--- src/rtl/alu_pkg.sv ---
// Shared definitions for the 16-bit ALU: default data width and opcode encodings.
package alu_pkg;

  localparam int DEFAULT_WIDTH = 16;

  localparam logic [2:0] OP_ADD = 3'd0;
  localparam logic [2:0] OP_SUB = 3'd1;
  localparam logic [2:0] OP_AND = 3'd2;
  localparam logic [2:0] OP_OR  = 3'd3;
  localparam logic [2:0] OP_XOR = 3'd4;
  localparam logic [2:0] OP_NOT = 3'd5;
  localparam logic [2:0] OP_SHL = 3'd6;
  localparam logic [2:0] OP_SHR = 3'd7;

endpackage : alu_pkg

--- src/rtl/alu16_datapath.sv ---
// Purely combinational ALU datapath: computes the next result and its status flags.
module alu16_datapath
  import alu_pkg::*;
#(
  parameter int WIDTH = DEFAULT_WIDTH
) (
  input  logic [WIDTH-1:0] a,
  input  logic [WIDTH-1:0] b,
  input  logic             cin,
  input  logic [2:0]       opc,
  output logic [WIDTH-1:0] next_w,
  output logic             next_zero,
  output logic             next_neg
);

  // cin widened once so the add/sub paths stay width-matched.
  logic [WIDTH-1:0] cin_ext;
  assign cin_ext = {{(WIDTH-1){1'b0}}, cin};

  // Select the operation result; carry-out and overflow fall off the top.
  always_comb begin
    // NOTE: assigning a default before the case guarantees no latch is inferred
    // even if a branch is later added without an assignment.
    next_w = '0;
    case (opc)
      OP_ADD: next_w = a + b + cin_ext;
      OP_SUB: next_w = a - b - cin_ext;
      OP_AND: next_w = a & b;
      OP_OR:  next_w = a | b;
      OP_XOR: next_w = a ^ b;
      OP_NOT: next_w = ~a;
      OP_SHL: next_w = {a[WIDTH-2:0], cin};
      OP_SHR: next_w = {cin, a[WIDTH-1:1]};
      default: next_w = '0;
    endcase
  end

  // Flags derive from the same next result so they can never disagree with w.
  assign next_zero = (next_w == '0);
  assign next_neg  = next_w[WIDTH-1];

endmodule : alu16_datapath

--- src/rtl/alu16_core.sv ---
// Execute-stage ALU: combinational datapath followed by one output register stage.
module alu16_core
  import alu_pkg::*;
#(
  parameter int WIDTH = DEFAULT_WIDTH
) (
  input  logic             clk,
  input  logic             rst,
  input  logic [WIDTH-1:0] a,
  input  logic [WIDTH-1:0] b,
  input  logic             cin,
  input  logic [2:0]       opc,
  output logic [WIDTH-1:0] w,
  output logic             zero,
  output logic             neg
);

  logic [WIDTH-1:0] w_d, w_q;
  logic             zero_d, zero_q;
  logic             neg_d, neg_q;

  alu16_datapath #(
    .WIDTH (WIDTH)
  ) u_datapath (
    .a         (a),
    .b         (b),
    .cin       (cin),
    .opc       (opc),
    .next_w    (w_d),
    .next_zero (zero_d),
    .next_neg  (neg_d)
  );

  // Register result and flags together; synchronous reset wins over any opcode.
  always_ff @(posedge clk) begin
    // NOTE: non-blocking assignments keep every register sampling pre-edge values,
    // so ordering of statements inside clocked blocks does not matter.
    if (rst) begin
      w_q    <= '0;
      zero_q <= 1'b1;
      neg_q  <= 1'b0;
    end else begin
      w_q    <= w_d;
      zero_q <= zero_d;
      neg_q  <= neg_d;
    end
  end

  assign w    = w_q;
  assign zero = zero_q;
  assign neg  = neg_q;

endmodule : alu16_core

--- config.mk ---
export PLATFORM = sky130hd
export DESIGN_NAME = alu16_core
export DESIGN_NICKNAME = d
export VERILOG_FILES = /design/src/rtl/alu_pkg.sv /design/src/rtl/alu16_datapath.sv /design/src/rtl/alu16_core.sv
export SDC_FILE = /design/constraint.sdc
export NUM_CORES = 1
export LEC_CHECK = 0
export CELL_PAD_IN_SITES_DETAIL_PLACEMENT = 0
export CELL_PAD_IN_SITES_GLOBAL_PLACEMENT = 1
export CORE_ASPECT_RATIO = 1.4
export CORE_UTILIZATION = 41
export DETAILED_ROUTE_END_ITERATION = 16
export PLACE_DENSITY_LB_ADDON = 0.1
export SYNTH_ARGS = -nofsm -noshare
export SYNTH_HDL_FRONTEND = slang
export SYNTH_SLANG_ARGS = --single-unit
--- constraint.sdc ---
create_clock -name clk -period 4.35 [get_ports clk]
set_clock_uncertainty 0.1 [all_clocks]
set_input_delay 0.87 -clock clk [delete_from_list [all_inputs] [get_ports clk]]
set_output_delay 0.87 -clock clk [all_outputs]
set_load 0.01 [all_outputs]
Word level (Yosys, flattened, before mapping)
Cells that the tools add are included.
Widths: inputs -> output; s select.
{ "totals": {"ff_bits": 18, "output_inout_bits": 18, "wordCells": 21} }
{ "classes": {"n_addsub": 4, "n_eq_ne": 7, "muxes": 1, "bitwise_logic": 4, "n_reduce_logical": 2} }
{ "op_table": {"columns": ["operator", "n"], "rows": [
  ["$pmux 16 s8", 1],
  ["$add 16x1->16", 1],
  ["$add 16x16->16", 1],
  ["$and 16x16->16", 1],
  ["$logic_not 16->1", 1],
  ["$not 16->16", 1],
  ["$or 16x16->16", 1],
  ["$sub 16x1->16", 1],
  ["$sub 16x16->16", 1],
  ["$xor 16x16->16", 1],
  ["$eq 3x3->1 const B", 4],
  ["$eq 3x2->1 const B", 2],
  ["$eq 3x1->1 const B", 1],
  ["$logic_not 3->1", 1]
]} }

Depth between registers and ports, before layout
Gate-level depths: netlist of run 1.
{ "logic_depth": {"word_depth": 4, "depth_mapped": 13, "depth_no_buf": 13} }

Cells and area by module
A second synthesis of run 1 with hierarchy kept.
{ "unflattened": {"cells_unflattened": 485, "area_unflattened_um2": 3593.4} }
{ "modules_own_cells": {"columns": ["mod", "n_inst", "cells_each", "area_each_um2", "seq_area_each_um2"], "rows": [
  ["alu16_datapath", 1, 448, 3101.7, 0.0],
  ["alu16_core", 1, 37, 491.7, 360.3]
]} }

Worst setup path after synthesis of run 1
No wires, ideal clock.
{ "synth_path": {"path_kind": "input port to flip-flop", "startpoint": "in a[0]", "endpoint": "reg zero_q (netlist: zero)", "arrival_ns": 3.237, "required_time_ns": 4.190, "path_slack_ns": 0.953, "stages": 12, "cell_sequence": "inv_1 fa_1 fa_1 nor2b_1 o21a_1 nor2_1 xnor2_1 a211o_1 nor4_2 nand4_1 and4b_1 a41o_1"} }
{ "synth_via": {"elab_chain_cells": 4, "elab_cells_between_ends": 10} }
{ "synth_rtl": {"columns": ["element", "line", "source"], "rows": [
  ["start: declaration", "alu16_core.sv:9", "input logic [WIDTH-1:0] a,"],
  ["$sub 16x16->16 / $add 16x16->16 (equally long branches)", "alu16_datapath.sv:27, alu16_datapath.sv:26", null],
  ["$sub 16x1->16 / $add 16x1->16 (equally long branches)", "alu16_datapath.sv:27, alu16_datapath.sv:26", null],
  ["$pmux 16 s8 *", "alu16_datapath.sv:25", "case (opc)"],
  ["$logic_not 16->1 *", "alu16_datapath.sv:39", "assign next_zero = (next_w == '0);"],
  ["end signal: assignment", "alu16_core.sv:44", "zero_q <= zero_d;"],
  ["end: declaration", "alu16_core.sv:19", "logic zero_d, zero_q;"]
]} }
Every way passes the cells marked *; elsewhere a longest branch is shown, timed or not.
A chain may end at the register's enable or synchronous reset.

Worst setup path in the final report of run 1
Same ends and word-level chain as after synthesis.

==> impl_metrics.py, run 1 <==
metrics = {
    "run_status": {
        "status": "complete, no violations",
    },
    "critical_path": {
        "end_kind": "register",
        "slowest_stage": "clkdlybuf4s50_1",
        "worstPathRequired_ns": 4.44,
        "critPathMaxStageDelay_ns": 0.48,
        "start_kind": "primary input",
        "crit_family": "compound AO/OA/AOI/OAI gates",
        "critPathMaxFanout": 4,
        "critical_path_class": "primary input to register",
        "cp.arrival_ns": 4.09,
        "crit_buf_inv": 2,
        "cp_num_cells": 12,
        "crit_top_cell": "fa_1",
        "crit_path_cell_trace": "clkdlybuf4s50_1, inv_1, fa_1, fa_1, nor2b_1, o211ai_1, a21o_2, o21ai_2, a221oi_2, xnor2_1, a221oi_1, a41o_1",
    },
    "clock_network": {
        "cts_resized": 0,
        "clk_path_buf_depth": 2,
        "cts-hold-fix-buffers": 0,
        "cts_tree": "built",
        "htreeDepth": 1,
        "cts_made_buffers": 3,
        "clk_pin_slew_worst_paths_ns": 0.05,
        "clockRootBuffer": "clkbuf_16",
        "post_cts_buffers": 0,
        "numClockSinks": 17,
    },
    "yosys": {
        "synth_top_area_share_pct": 21.5,
        "yosys_warnings": 0,
        "syn_avg_cell_area_um2": 7.70,
        "synth_area_mm2": 0.00349,
        "synth_top_cell_by_area": "ha_1",
        "synth_area_leaders": "ha_1 (22%), dfxtp_1 (9.8%), inv_1 (5.7%)",
        "synth_nets": 555,
        "netlist_instances": 453,
        "synth_seq_cells": 17,
        "ys_async_sr_fraction_pct": 0,
        "ys_types": 68,
        "synth_edf_count": 0,
        "yosysSeqAreaShare_pct": 9.76,
        "synth_top_flop_cell": "dfxtp_1",
    },
    "sta": {
        "fin_crit_ns": 4.00,
        "worst_slew_pin_slew_ns": 0.648,
        "finalCritPeriodShare_pct": 92.1,
        "final_hold_viol_count": 0,
        "clock.fmax_ghz": 0.250,
        "relSlewSlack_pct": 56.7,
        "setup_viol": 0,
        "drv_slew": 0,
        "rsz0062_at_grt": "no",
        "tns_ns": 0,
    },
    "route": {
        "wl_per_cell_um": 17.2,
        "drt_iter0_drc": 163,
        "dr_total_vias": 3490,
        "vias_per_cell": 5.62,
        "drc": 0,
        "drt-total-wl_um": 10700,
        "ant_nets": 0,
        "firstDrtPassIters": 4,
    },
    "global_route": {
        "grt_start_max_net_pins": 23,
        "grt_usage_pct": 25.1,
        "grt_pass1_vias": 3525,
        "antenna_found_initial": 0,
        "grt_pass1_wl_um": 17400,
        "grt_overflow_total": 0,
    },
    "power": {
        "power.leakage_uw": 0.00198,
        "powerDensity_mw_per_mm2": 217,
        "ir_worst_vdd_mv": 0.148,
        "total_power_uw": 941,
    },
    "flow_run": {
        "max_cap_violations": 0,
    },
    "place": {
        "hpwl_um": 8930,
        "gp_congestion": 0.884,
        "placed_cells": 617,
        "io_buffers": 55,
    },
    "floorplanning": {
        "start_util_pct": 42.5,
        "die_y_um": 111,
        "core_mm2": 0.00820,
        "die-area_mm2": 0.00888,
        "ios": 56,
        "num_rows": 39,
        "die_w_um": 79.9,
    },
    "min_path": {
        "hold_path_class": "primary input to register",
        "hold_start": "opc[0]",
        "hold_end": "w[1]",
        "whs_path_depth": 5,
    },
    "finish": {
        "area_delta_synth_final_pct": 24.1,
        "stdcell_count": 621,
        "drive_gt1_share_pct": 9.25,
        "diodes": 0,
        "fin_nets": 622,
    },
}
## registers in the layout, indices dropped and copies added, names as in the netlist
name  count
w        16
zero      1
## layer usage
| metal | vias to the layer above | track usage [%] | part of all wire (%) | wire (um) |
|---|---|---|---|---|
| met3 | 27 | 2.22 | 3.4 | 359 |
| met5 | - | 0 | 0 | 0 |
| met2 | 85 | 46.7 | 53 | 5680 |
| met1 | 1639 | 28.4 | 40 | 4280 |
| met4 | 0 | 9.64 | 3.7 | 393 |
| li1 | 1739 | - | - | - |
## logic make-up (layout without fill, tap and decap cells)
logic type / Yosys count / in the layout / synth area share (%)
compound gates: 133 / 133 / 25.8
simple gates: 119 / 119 / 17.1
buf+inv: 75 / 141 / 9.15
fa+ha+maj: 64 / 64 / 23.8
xor+xnor: 26 / 26 / 6.53
mux: 19 / 19 / 7.86
flops: 17 / 17 / 9.76
## where the power goes
| part | leakage (uW) | internal, uW | switching, uW | total, uW |
|---|---|---|---|---|
| combinational | 0.00180 | 271 | 309 | 580 |
| sequential | 0.000142 | 172 | 4.88 | 177 |
| clock | 0.0000382 | 124 | 58.7 | 183 |
| total | 0.00198 | 568 | 372 | 941 |
## worst max path at each step
stage	startpoint	end	slack (ns)
floorplan	a[0]	zero	0.95
finish	a[0]	zero	0.35
detailed placement	a[2]	zero	0.08
global route	a[2]	zero	0.17
CTS	a[2]	zero	0.34
global placement	a[2]	zero	0.1
## stage by stage
step / hold WS [ns] / worst slack, ns / cell area (um^2) / util [%]
finish: 1.26 / 0.346 / 4330 / 52.8
global route: 1.32 / 0.172 / 4330 / 52.8
global placement: 1.50 / 0.0983 / 4250 / 51.8
detailed placement: 1.51 / 0.0815 / 4250 / 51.8
CTS: 1.26 / 0.338 / 4330 / 52.8
floorplan: 0.842 / 0.953 / 3490 / -
## final cells by class
type | instances | area, um^2
Inverter | 55 | 206
Multi-Input combinational cell | 361 | 2830
Tap cell | 102 | 128
Timing Repair Buffer | 82 | 748
Fill cell | 834 | 3870
Sequential cell | 17 | 340
Clock buffer | 4 | 78.8
## Yosys cell counts, drive strengths merged, types with 2 or more instances
master	number
xnor2	19
a31oi	2
a21o	14
fa	4
a21oi	37
a211o	2
o21a	4
a221oi	6
o211ai	8
nand2	27
nand3b	2
inv	55
o211a	2
nor2	43
nor2b	11
ha	60
nand2b	10
nand3	5
nor4	5
clkbuf	5
a2111oi	2
mux2i	12
buf	15
mux4	6
a211oi	6
o21ai	24
o22ai	11
a22oi	3
xor2	7
nor3	7
dfxtp	17
## cell usage in the layout, fill, tap and decap left out, types with 2 or more instances in the layout
| cell | netlist | final |
|---|---|---|
| a211o_1 | 2 | 2 |
| a211oi_1 | 5 | 5 |
| a21o_1 | 13 | 13 |
| a21oi_1 | 37 | 37 |
| a221oi_1 | 4 | 4 |
| a221oi_2 | 2 | 2 |
| a22oi_1 | 3 | 3 |
| a31oi_1 | 2 | 2 |
| buf_4 | 3 | 27 |
| clkbuf_16 | 0 | 3 |
| clkdlybuf4s50_1 | 0 | 54 |
| dfxtp_1 | 17 | 17 |
| fa_1 | 4 | 4 |
| ha_1 | 60 | 60 |
| inv_1 | 53 | 53 |
| inv_2 | 2 | 2 |
| mux2i_1 | 12 | 12 |
| mux4_1 | 2 | 2 |
| mux4_2 | 4 | 4 |
| nand2_1 | 27 | 27 |
| nand2b_1 | 10 | 10 |
| nand3_1 | 5 | 5 |
| nand3b_1 | 2 | 2 |
| nor2_1 | 43 | 43 |
| nor2b_1 | 11 | 11 |
| nor3_1 | 6 | 6 |
| nor4_1 | 3 | 3 |
| o211a_1 | 2 | 2 |
| o211ai_1 | 7 | 7 |
| o21a_1 | 4 | 4 |
| o21ai_0 | 18 | 18 |
| o21ai_1 | 5 | 5 |
| o22ai_1 | 11 | 11 |
| xnor2_1 | 19 | 19 |
| xor2_1 | 7 | 7 |
Note: power is estimated with default switching activity, not from simulation.
==> inputs of run 2 (changes only) <==
Settings changed: CTS_CLUSTER_DIAMETER from default to 40.
==> results of run 2 <==
No change in the layout: final DEF, timing and power equal those of run 1.
==> inputs of run 3 (changes only) <==
Settings changed: SETUP_SLACK_MARGIN from default to 0.02.
==> results of run 3 <==
No change in the layout: final DEF, timing and power equal those of run 1.
==> RTL change: new RTL, flow settings as in run 3 <==
Take the reset off `w_q` and load it in a clocked block of its own.
--- a/src/rtl/alu16_core.sv
+++ b/src/rtl/alu16_core.sv
@@ -37,12 +37,14 @@
     // so ordering of statements inside clocked blocks does not matter.
     if (rst) begin
-      w_q    <= '0;
       zero_q <= 1'b1;
       neg_q  <= 1'b0;
     end else begin
-      w_q    <= w_d;
       zero_q <= zero_d;
       neg_q  <= neg_d;
     end
+  end
+
+  always_ff @(posedge clk) begin
+    w_q <= w_d;
   end
 
Function: changed (Yosys sat finds a counterexample within 4 cycles, from zero or initial values and one cycle with rst high).
==> RTL change against run 3 <==
Count of clock-buffer cells in the layout stayed put. Maximum frequency is 4.2% lower. Sequential power is 12% higher. Design area is 12% higher. Combinational power is 18% higher. Power is 17% higher. Synthesized cell count is 4.9% higher. Clock power is 19% higher. Sequential cell count is 1 higher. Routed wire length is 14% higher. Area after synthesis is 4.6% higher. Setup slack worse by 180 ps. Largest cell class unchanged. Largest power group unchanged.
==> RTL change: results (changes against run 3) <==
port bufs 55 (unchanged); met1 WL 4599 microns (+7.5%); Reg power frac 18.0% (-0.9 points); Leak 2.227 nW (+12%); Seq power 199 uW (+12%); routability cong. 0.9841 (+11%); max FFs per register 16 (unchanged); M2 GR Usage 52.39% (+5.7 points); root buffer cell clkbuf_16; antenna fix cells 0 (unchanged); result of the run completed; GRT Total Usage 27.63% (+2.6 points); CP max stage delay 550 ps (+70 ps); Cell variety after synth 72 (+5.9%); critical path startpoint a[0]; dominant synthesized flop cell dfxtp_1; Via density 5.659 (+0.69%); syn_area_per_cell 7.678 sq um (-0.25%); drt pass-1 iters 7 (+3); sw frac 39.48% (-0.11 points); uppermost layer routed met4; global-route wire length before repair 19410 microns (+12%); crit-path max FO 2 (-2); Critical Path AT 4250 ps (+160 ps); cts hold-fix bufs 0 (unchanged); maximum vdd drop 215.8 uV (+46%); Crit-path slowest cell or4_4; met3 usage 3.120% (+0.90 points); XOR/XNOR share of the synthesized area 3.842% (-2.7 points); placed instance area 4723 sq um (+11%); Total Nets Final 687 (+10%); DRC marker count from the first detailed-route iteration 226 (+39%); vias 3899 (+12%); post-synthesis mux area share 7.959% (+0.10 points); synth cell count leaders 60 x ha_1, 60 x inv_1, 38 x nand2_1; top post-synthesis cells by area ha_1 21%, dfxtp_1 9.9%, inv_1 6.2%, o21ai_0 4.7%, mux4_2 4.3%; Rel. slew slack 57.00% (+0.33 points); post-synthesis sequential area ratio 9.880% (+0.12 points); Min Clock Period, post-route 4180 ps (+175.7 ps); Final HPWL DP 10150 microns (+14%); largest net degree at the start of global routing 22 (-4.3%); fillers 852 (+2.2%); Routed WL per cell 17.74 microns (+2.9%); global-route met1 utilization 29.10% (+0.70 points); Synth Net Count 577 (+4.0%); routed wl met3 463 microns (+29%); Comb pwr share 62.3% (+0.6 points); hold wc startpoint rst; Hold Path Class in -> reg; Synth Area in Compound Gates 27.96% (+2.2 points); crit-path leading delay family simple AND/OR/NAND/NOR gates; post-synthesis adder-cell area fraction 22.78% (-1.0 points); layout cells sized above 1 17.98% (+8.7 points); met2 wire len 6577 microns (+16%); Setup WS pre-CTS -269.9 ps (-351.5 ps)
==> RTL change: area by class of cell <==
cell class	count	area (sq um)	share of cell area, %
inverter	61	229.0	4.732
clock buffer	4	88.84	1.836
tap	105	131.4	2.715
timing repair buffer	125	1071	22.14
sequential	18	360.3	7.448
multi-input combinational	376	2958	61.13
==> RTL change: what timing repair did <==
| action | CTS | global route |
|---|---|---|
| setup endpoints to repair | 1 | 1 |
| endpoints found under the hold margin | 0 | 0 |
| gates resized for setup | 3 | 6 |
| pin swaps | 1 | 4 |
==> RTL change: worst min-delay path by stage <==
stage          end  slack (ps)  cells after the start
6_report       neg        1070                      2
5_1_grt        neg        1100                      2
4_1_cts        neg        1070                      2
3_5_place_dp   neg        1330                      2
3_3_place_gp   neg        1330                      2
2_1_floorplan  neg         840                      1
==> RTL change: per-stage QoR <==
step	utilization (%)	hold slack [ps]
detailed placement	54.87	1326
global route	56.21	1099
floorplan	-	842.4
global placement	54.87	1330
finish	56.21	1065
CTS	56.08	1070
